`config.mk`:
```
export PLATFORM = sky130hd
export DESIGN_NAME = dft_dump_collector
export DESIGN_NICKNAME = d
export VERILOG_FILES = /design/src/rtl/dft_pkg.sv /design/src/rtl/dft_sync_fifo.sv /design/src/rtl/dft_dump_collector.sv
export SDC_FILE = /design/constraint.sdc
export NUM_CORES = 1
export LEC_CHECK = 0
export CAP_MARGIN = 30
export CORE_ASPECT_RATIO = 1.75
export CORE_MARGIN = 1
export CORE_UTILIZATION = 54
export CTS_CLUSTER_SIZE = 30
export DETAILED_ROUTE_END_ITERATION = 10
export PLACE_DENSITY = 0.77
export SLEW_MARGIN = 20
export SYNTH_ARGS = -nofsm -noshare
export SYNTH_HDL_FRONTEND = slang
export SYNTH_SLANG_ARGS = --single-unit
```
`constraint.sdc`:
```
create_clock -name clk -period 4.65 [get_ports clk]
set_input_delay 1.1625 -clock clk [delete_from_list [all_inputs] [get_ports clk]]
set_output_delay 1.1625 -clock clk [all_outputs]
set_load 0.01 [all_outputs]
```
`src/rtl/dft_pkg.sv`:
```
// Shared constants for the DFT dump collector: default sizing and the
// collector FSM state encoding.
package dft_pkg;

    localparam int DEPTH_DEFAULT      = 16;
    localparam int DUMP_WORDS_DEFAULT = 1;

    localparam int STATE_W = 2;

    localparam logic [STATE_W-1:0] ST_IDLE    = 2'd0;
    localparam logic [STATE_W-1:0] ST_COLLECT = 2'd1;
    localparam logic [STATE_W-1:0] ST_DRAIN   = 2'd2;
    localparam logic [STATE_W-1:0] ST_ACK     = 2'd3;

endpackage

```
`src/rtl/dft_sync_fifo.sv`:
```
// Single-clock first-word-fall-through FIFO of 32-bit words. A push while
// full is accepted only if a pop happens on the same edge; the freed head
// slot is the slot the write pointer already addresses.
module dft_sync_fifo
    import dft_pkg::*;
#(
    parameter int DEPTH = DEPTH_DEFAULT
) (
    input  logic                   clk,
    input  logic                   reset,
    input  logic                   push,
    input  logic [31:0]            wr_data,
    input  logic                   pop,
    output logic [31:0]            rd_data,
    output logic                   rd_valid,
    output logic                   full,
    output logic [$clog2(DEPTH):0] fill
);

    localparam int          AW       = $clog2(DEPTH);
    localparam logic [AW:0] FULL_LVL = (AW+1)'(DEPTH);

    logic [31:0]   mem [DEPTH];
    logic [AW-1:0] wr_ptr;
    logic [AW-1:0] rd_ptr;
    logic          do_push;
    logic          do_pop;

    assign rd_valid = (fill != '0);
    assign full     = (fill == FULL_LVL);
    assign do_pop   = pop && rd_valid;
    assign do_push  = push && (!full || do_pop);

    // Head word is forced to zero while empty so the output never shows
    // stale or uninitialised storage.
    assign rd_data  = rd_valid ? mem[rd_ptr] : '0;

    // Storage write on accepted push.
    // NOTE: the storage array has no reset; contents are only observable
    // through rd_data, which is masked while the FIFO is empty.
    always_ff @(posedge clk) begin
        if (do_push) begin
            mem[wr_ptr] <= wr_data;
        end
    end

    // Pointers advance modulo DEPTH; fill tracks push/pop exactly.
    // NOTE: state flops use non-blocking assignments so every flop samples
    // pre-edge values regardless of statement order.
    always_ff @(posedge clk or negedge reset) begin
        if (!reset) begin
            wr_ptr <= '0;
            rd_ptr <= '0;
            fill   <= '0;
        end else begin
            if (do_push) wr_ptr <= wr_ptr + AW'(1);
            if (do_pop)  rd_ptr <= rd_ptr + AW'(1);
            case ({do_push, do_pop})
                2'b10:   fill <= fill + (AW+1)'(1);
                2'b01:   fill <= fill - (AW+1)'(1);
                default: fill <= fill;
            endcase
        end
    end

endmodule

```
`src/rtl/dft_dump_collector.sv`:
```
// Collects strobed scan-dump words from the DFT stage into a FIFO for the
// host, counts words per dump and acknowledges the DFT stage's commit only
// once a complete dump has been fully drained by the host.
module dft_dump_collector
    import dft_pkg::*;
#(
    parameter int DEPTH      = DEPTH_DEFAULT,
    parameter int DUMP_WORDS = DUMP_WORDS_DEFAULT
) (
    input  logic                   clk,
    input  logic                   reset,
    input  logic [31:0]            dft_out,
    input  logic                   dft_out_strobe,
    input  logic                   dft_op_commit,
    output logic                   dft_commit_ack,
    output logic [31:0]            rd_data,
    output logic                   rd_valid,
    input  logic                   rd_ready,
    output logic [$clog2(DEPTH):0] fill,
    output logic [7:0]             dump_cnt,
    output logic                   overflow,
    input  logic                   clr_ovf
);

    localparam logic [7:0] LAST_WORD = 8'(DUMP_WORDS - 1);

    logic [STATE_W-1:0] state;
    logic [STATE_W-1:0] state_nxt;
    logic [7:0]         word_cnt;
    logic               dump_done;
    logic               pend_done;
    logic               fifo_full;
    logic               pop_fire;
    logic               drop;
    logic               in_tail;

    dft_sync_fifo #(
        .DEPTH (DEPTH)
    ) u_fifo (
        .clk      (clk),
        .reset    (reset),
        .push     (dft_out_strobe),
        .wr_data  (dft_out),
        .pop      (rd_ready),
        .rd_data  (rd_data),
        .rd_valid (rd_valid),
        .full     (fifo_full),
        .fill     (fill)
    );

    assign pop_fire       = rd_valid && rd_ready;
    assign drop           = dft_out_strobe && fifo_full && !pop_fire;
    assign dump_done      = dft_out_strobe && (word_cnt == LAST_WORD);
    assign in_tail        = (state == ST_DRAIN) || (state == ST_ACK);
    assign dft_commit_ack = (state == ST_ACK);

    // Next-state logic for the dump handshake.
    // NOTE: state_nxt gets a default before the case so no path leaves it
    // unassigned, which would otherwise infer a latch.
    always_comb begin
        state_nxt = state;
        case (state)
            ST_IDLE: begin
                if (pend_done || dump_done) begin
                    state_nxt = ST_DRAIN;
                end else if (dft_out_strobe || (word_cnt != 8'd0)) begin
                    state_nxt = ST_COLLECT;
                end
            end
            ST_COLLECT: begin
                if (dump_done) state_nxt = ST_DRAIN;
            end
            ST_DRAIN: begin
                if ((fill == '0) && dft_op_commit) state_nxt = ST_ACK;
            end
            default: begin
                state_nxt = ST_IDLE;
            end
        endcase
    end

    // FSM state register and completed-dump counter (wraps 255->0).
    always_ff @(posedge clk or negedge reset) begin
        if (!reset) begin
            state    <= ST_IDLE;
            dump_cnt <= 8'd0;
        end else begin
            state <= state_nxt;
            if (state == ST_ACK) dump_cnt <= dump_cnt + 8'd1;
        end
    end

    // Word counter: every strobe counts, accepted or dropped.
    always_ff @(posedge clk or negedge reset) begin
        if (!reset) begin
            word_cnt <= 8'd0;
        end else if (dft_out_strobe) begin
            word_cnt <= dump_done ? 8'd0 : word_cnt + 8'd1;
        end
    end

    // Remembers a dump completed while the previous one was still being
    // drained/acknowledged, so IDLE can go straight back to DRAIN.
    always_ff @(posedge clk or negedge reset) begin
        if (!reset) begin
            pend_done <= 1'b0;
        end else if ((state == ST_IDLE) && pend_done) begin
            pend_done <= dump_done;
        end else if (dump_done && in_tail) begin
            pend_done <= 1'b1;
        end
    end

    // Sticky overflow; a drop in the same cycle wins over the clear.
    always_ff @(posedge clk or negedge reset) begin
        if (!reset) begin
            overflow <= 1'b0;
        end else if (drop) begin
            overflow <= 1'b1;
        end else if (clr_ovf) begin
            overflow <= 1'b0;
        end
    end

endmodule

```
==> out/results.ini <==
[status]
status = complete, but fails checks
violations = DRC

[routing]
vias = 10200
wl_per_cell_um = 26.7
firstDrtPassIters = 8
viasPerCell = 6.27
dr.first_iter.drc_count = 1010
drc = 14
ant_nets = 0
drt-total-wl_um = 43400

[synth]
yosys_register_bits = 545
synth_compound_area_frac = 0.0187
synth_edf_count = 512
yosys.area_share.simple = 0.0215
synth_mux_area_frac = 0.167
async_reset_ff_frac = 0.0606
netlist_area_um2 = 21200
syn_inst = 983
synthXorXnorAreaFrac = 0.00948
synth_ff_type = edfxtp_1
synth_cell_types = 49
netlist.area_leader.share = 0.724
syn_nets = 1035
synth_area_leader_cell = edfxtp_1
syn_avg_cell_area_um2 = 21.6
synth_adder_area_share = 0.00824
synth.area.top_cells = edfxtp_1 (72%), mux4_2 (14%), dfrtp_1 (3.9%)
yosysWarnings = 0
seq_area_frac_synth = 0.762
synth_top_family_by_area = multiplexers

[timing]
hold_viol_final = 0
relSlewSlack = 0.546
clock_skew_ns = 0.0131
period_minus_slack_ns = 4.33
max_freq_mhz = 231
slew_viol_final = 0
period_share = 0.931
setup_violations = 0
worst_pin_slew_ns = 0.679
grt_setup_unrepaired = false

[global_routing]
grt_antenna_before_repair = 0
grt_use_total = 0.223
grt_max_degree = 51
grt.overflow.total = 0
grt_pass1_vias = 10800
grt_pass1_wl_um = 65600

[floorplanning]
die_y_um = 264
rows = 95
io_pins = 86
die_w_um = 152
dieArea_um2 = 40200
initial_core_util = 0.550
coreArea_um2 = 38600

[place]
portBuffers = 85
gp_congestion = 0.766
dp_hpwl_um = 24200
place_inst = 1538

[pwr]
ir_drop_v = 0.000352
p_leak_nw = 7.96
fin_total_pwr_mw = 14.8
pwr_density_cell_nw_per_um2 = 606

[worst_setup_path]
crit_arrival_ns = 3.17
critPathKind = register to output port
startpoint_type = register
cp.required_ns = 3.49
slowest_delay_ns = 0.54
crit_start = u_fifo.fill[1]$_DFFE_PN0P_
worstPathMaxFanout = 32
cp-end-kind = output port
r2r-start = u_fifo.fill[1]$_DFFE_PN0P_
crit_path_top_delay_cell = clkdlybuf4s50_1
path_cells = nor4_2 -> nand2b_1 -> nand2_1 -> buf_4 -> o22ai_1 -> clkdlybuf4s50_1

[cells_and_area]
antenna_cells = 0
nets = 1154
drive_gt1_frac = 0.230
stdcell_count = 1624
syn_to_final_growth_pct = 14.8

[cts]
cts_setup_buffers = 0
cts.htree.levels = 2
clockBufferDepth = 3
cts_sinks = 545
clock_tree.root_cell = clkbuf_16
cts.clk_slew.worst_paths_ns = 0.06
ctsHoldBuffers = 0
cts_tree = built
clkLatencyLatePin_ns = 0.56
numCtsBuffers = 47

[min_path]
hp-start = dump_cnt[7]$_DFFE_PN0P_
hold_class = register to register

[job]
max_cap_violations = 0

critical path, delay by kind of cell, from the launching register on:
kind,cells,cell delay [ns]
flops,1,0.51
compound gates,1,0.29
buf+inv,2,0.99
simple gates,3,0.80
metrics by stage:
stage	area [um^2]	setup TNS (ns)	util	hold slack, ns	setup slack (ns)
2_1_floorplan	21200	-70.36	-	0.465	-0.550
6_report	24400	0	0.632	0.476	0.320
5_1_grt	24400	0	0.632	0.505	0.126
3_5_place_dp	23000	0	0.595	0.465	0.745
4_1_cts	24400	0	0.632	0.478	0.131
3_3_place_gp	23000	0	0.594	0.467	0.826
where the power goes:
part / leakage, nW / internal, mW / total [mW] / switching, mW
Combinational: 2.22 / 2.42 / 4.79 / 2.37
Sequential: 5.04 / 5.94 / 6.34 / 0.400
Clock: 0.702 / 1.94 / 3.65 / 1.72
Total: 7.96 / 10.3 / 14.8 / 4.49
registers in the layout, indices dropped and copies added (netlist names):
name	cells
u_fifo.fill	5
word_cnt	8
u_fifo.mem	512
pend_done	1
overflow	1
u_fifo.rd_ptr	4
state	2
u_fifo.wr_ptr	4
dump_cnt	8
kinds of logic (layout without fill, tap and decap cells):
group                    count (synthesis)  in the layout
flip-flops                             545            545
multiplexers                           194            194
AND/OR/NAND/NOR                         80             80
buffers and inverters                   64            220
AO/OA/AOI/OAI                           63             63
XOR/XNOR                                23             23
adder cells (fa/ha/maj)                 14             14
final timing paths:
kind / end / slack [ns] / cells after the start
max reg2reg: u_fifo.mem[8][31]$_DFFE_PP_ / 1.83 / 6
min reg2reg: dump_cnt[7]$_DFFE_PN0P_ / 0.48 / 1
min in group asynchronous: u_fifo.fill[4]$_DFFE_PN0P_ / 0.92 / 1
min: dump_cnt[7]$_DFFE_PN0P_ / 0.48 / 1
max in group asynchronous: dump_cnt[3]$_DFFE_PN0P_ / 3.05 / 3
max: rd_data[28] / 0.32 / 6
cells in the mapped netlist (all sizes together) (2+ instances only):
cell type,instances
dfrtp,33
or3,3
nand3,6
nor2b,2
buf,27
a31oi,3
o22ai,33
a211oi,3
edfxtp,512
xor2,5
inv,13
o21a,3
nor2,12
mux4,128
mux2i,64
and3,4
nand2,15
clkbuf,24
mux2,2
or4,2
ha,14
o21ai,9
a22oi,2
nor3,3
and2,10
nand4,7
nor3b,2
a21oi,5
nor4,5
xnor2,18
nand2b,4
cell usage in the layout, fill, tap and decap left out, drive strengths merged, types with 2 or more instances in the layout:
cell           instances
nor2                  12
nor4                   5
nor3                   3
nor2b                  2
nor3b                  2
a31oi                  3
a21oi                  5
clkdlybuf4s50         85
nand2                 15
ha                    14
clkbuf                54
nand2b                 4
mux4                 128
clkinv                24
mux2                   2
inv                   19
o21a                   3
a22oi                  2
a211oi                 3
and3                   4
nand3                  6
or4                    2
and2                  10
mux2i                 64
o21ai                  9
dfrtp                 33
buf                   36
o22ai                 33
xor2                   5
xnor2                 18
edfxtp               512
or3                    3
nand4                  7
layout make-up:
| cell class | instances | area (um^2) |
|---|---|---|
| fillers | 2491 | 14200 |
| well taps | 485 | 607 |
| clock buffers | 54 | 1200 |
| flip-flops and latches | 545 | 16200 |
| multi-input cells | 374 | 4850 |
| clock inverters | 32 | 215 |
| inverters | 13 | 48.8 |
| repair buffers | 121 | 1270 |
routing by layer:
metal / track usage / routed length, um / up-vias
met3: 0.0317 / 2610 / 107
met4: 0.104 / 1700 / 0
met2: 0.398 / 23200 / 428
met1: 0.269 / 15800 / 5328
met5: 0 / 0 / -
li1: - / - / 4319
what timing repair did:
action | in CTS | in global routing
endpoints found under the setup margin | 0 | 7
gates resized for setup | 0 | 1
endpoints found under the hold margin | 0 | 0
(Power assumes the default switching activity.)
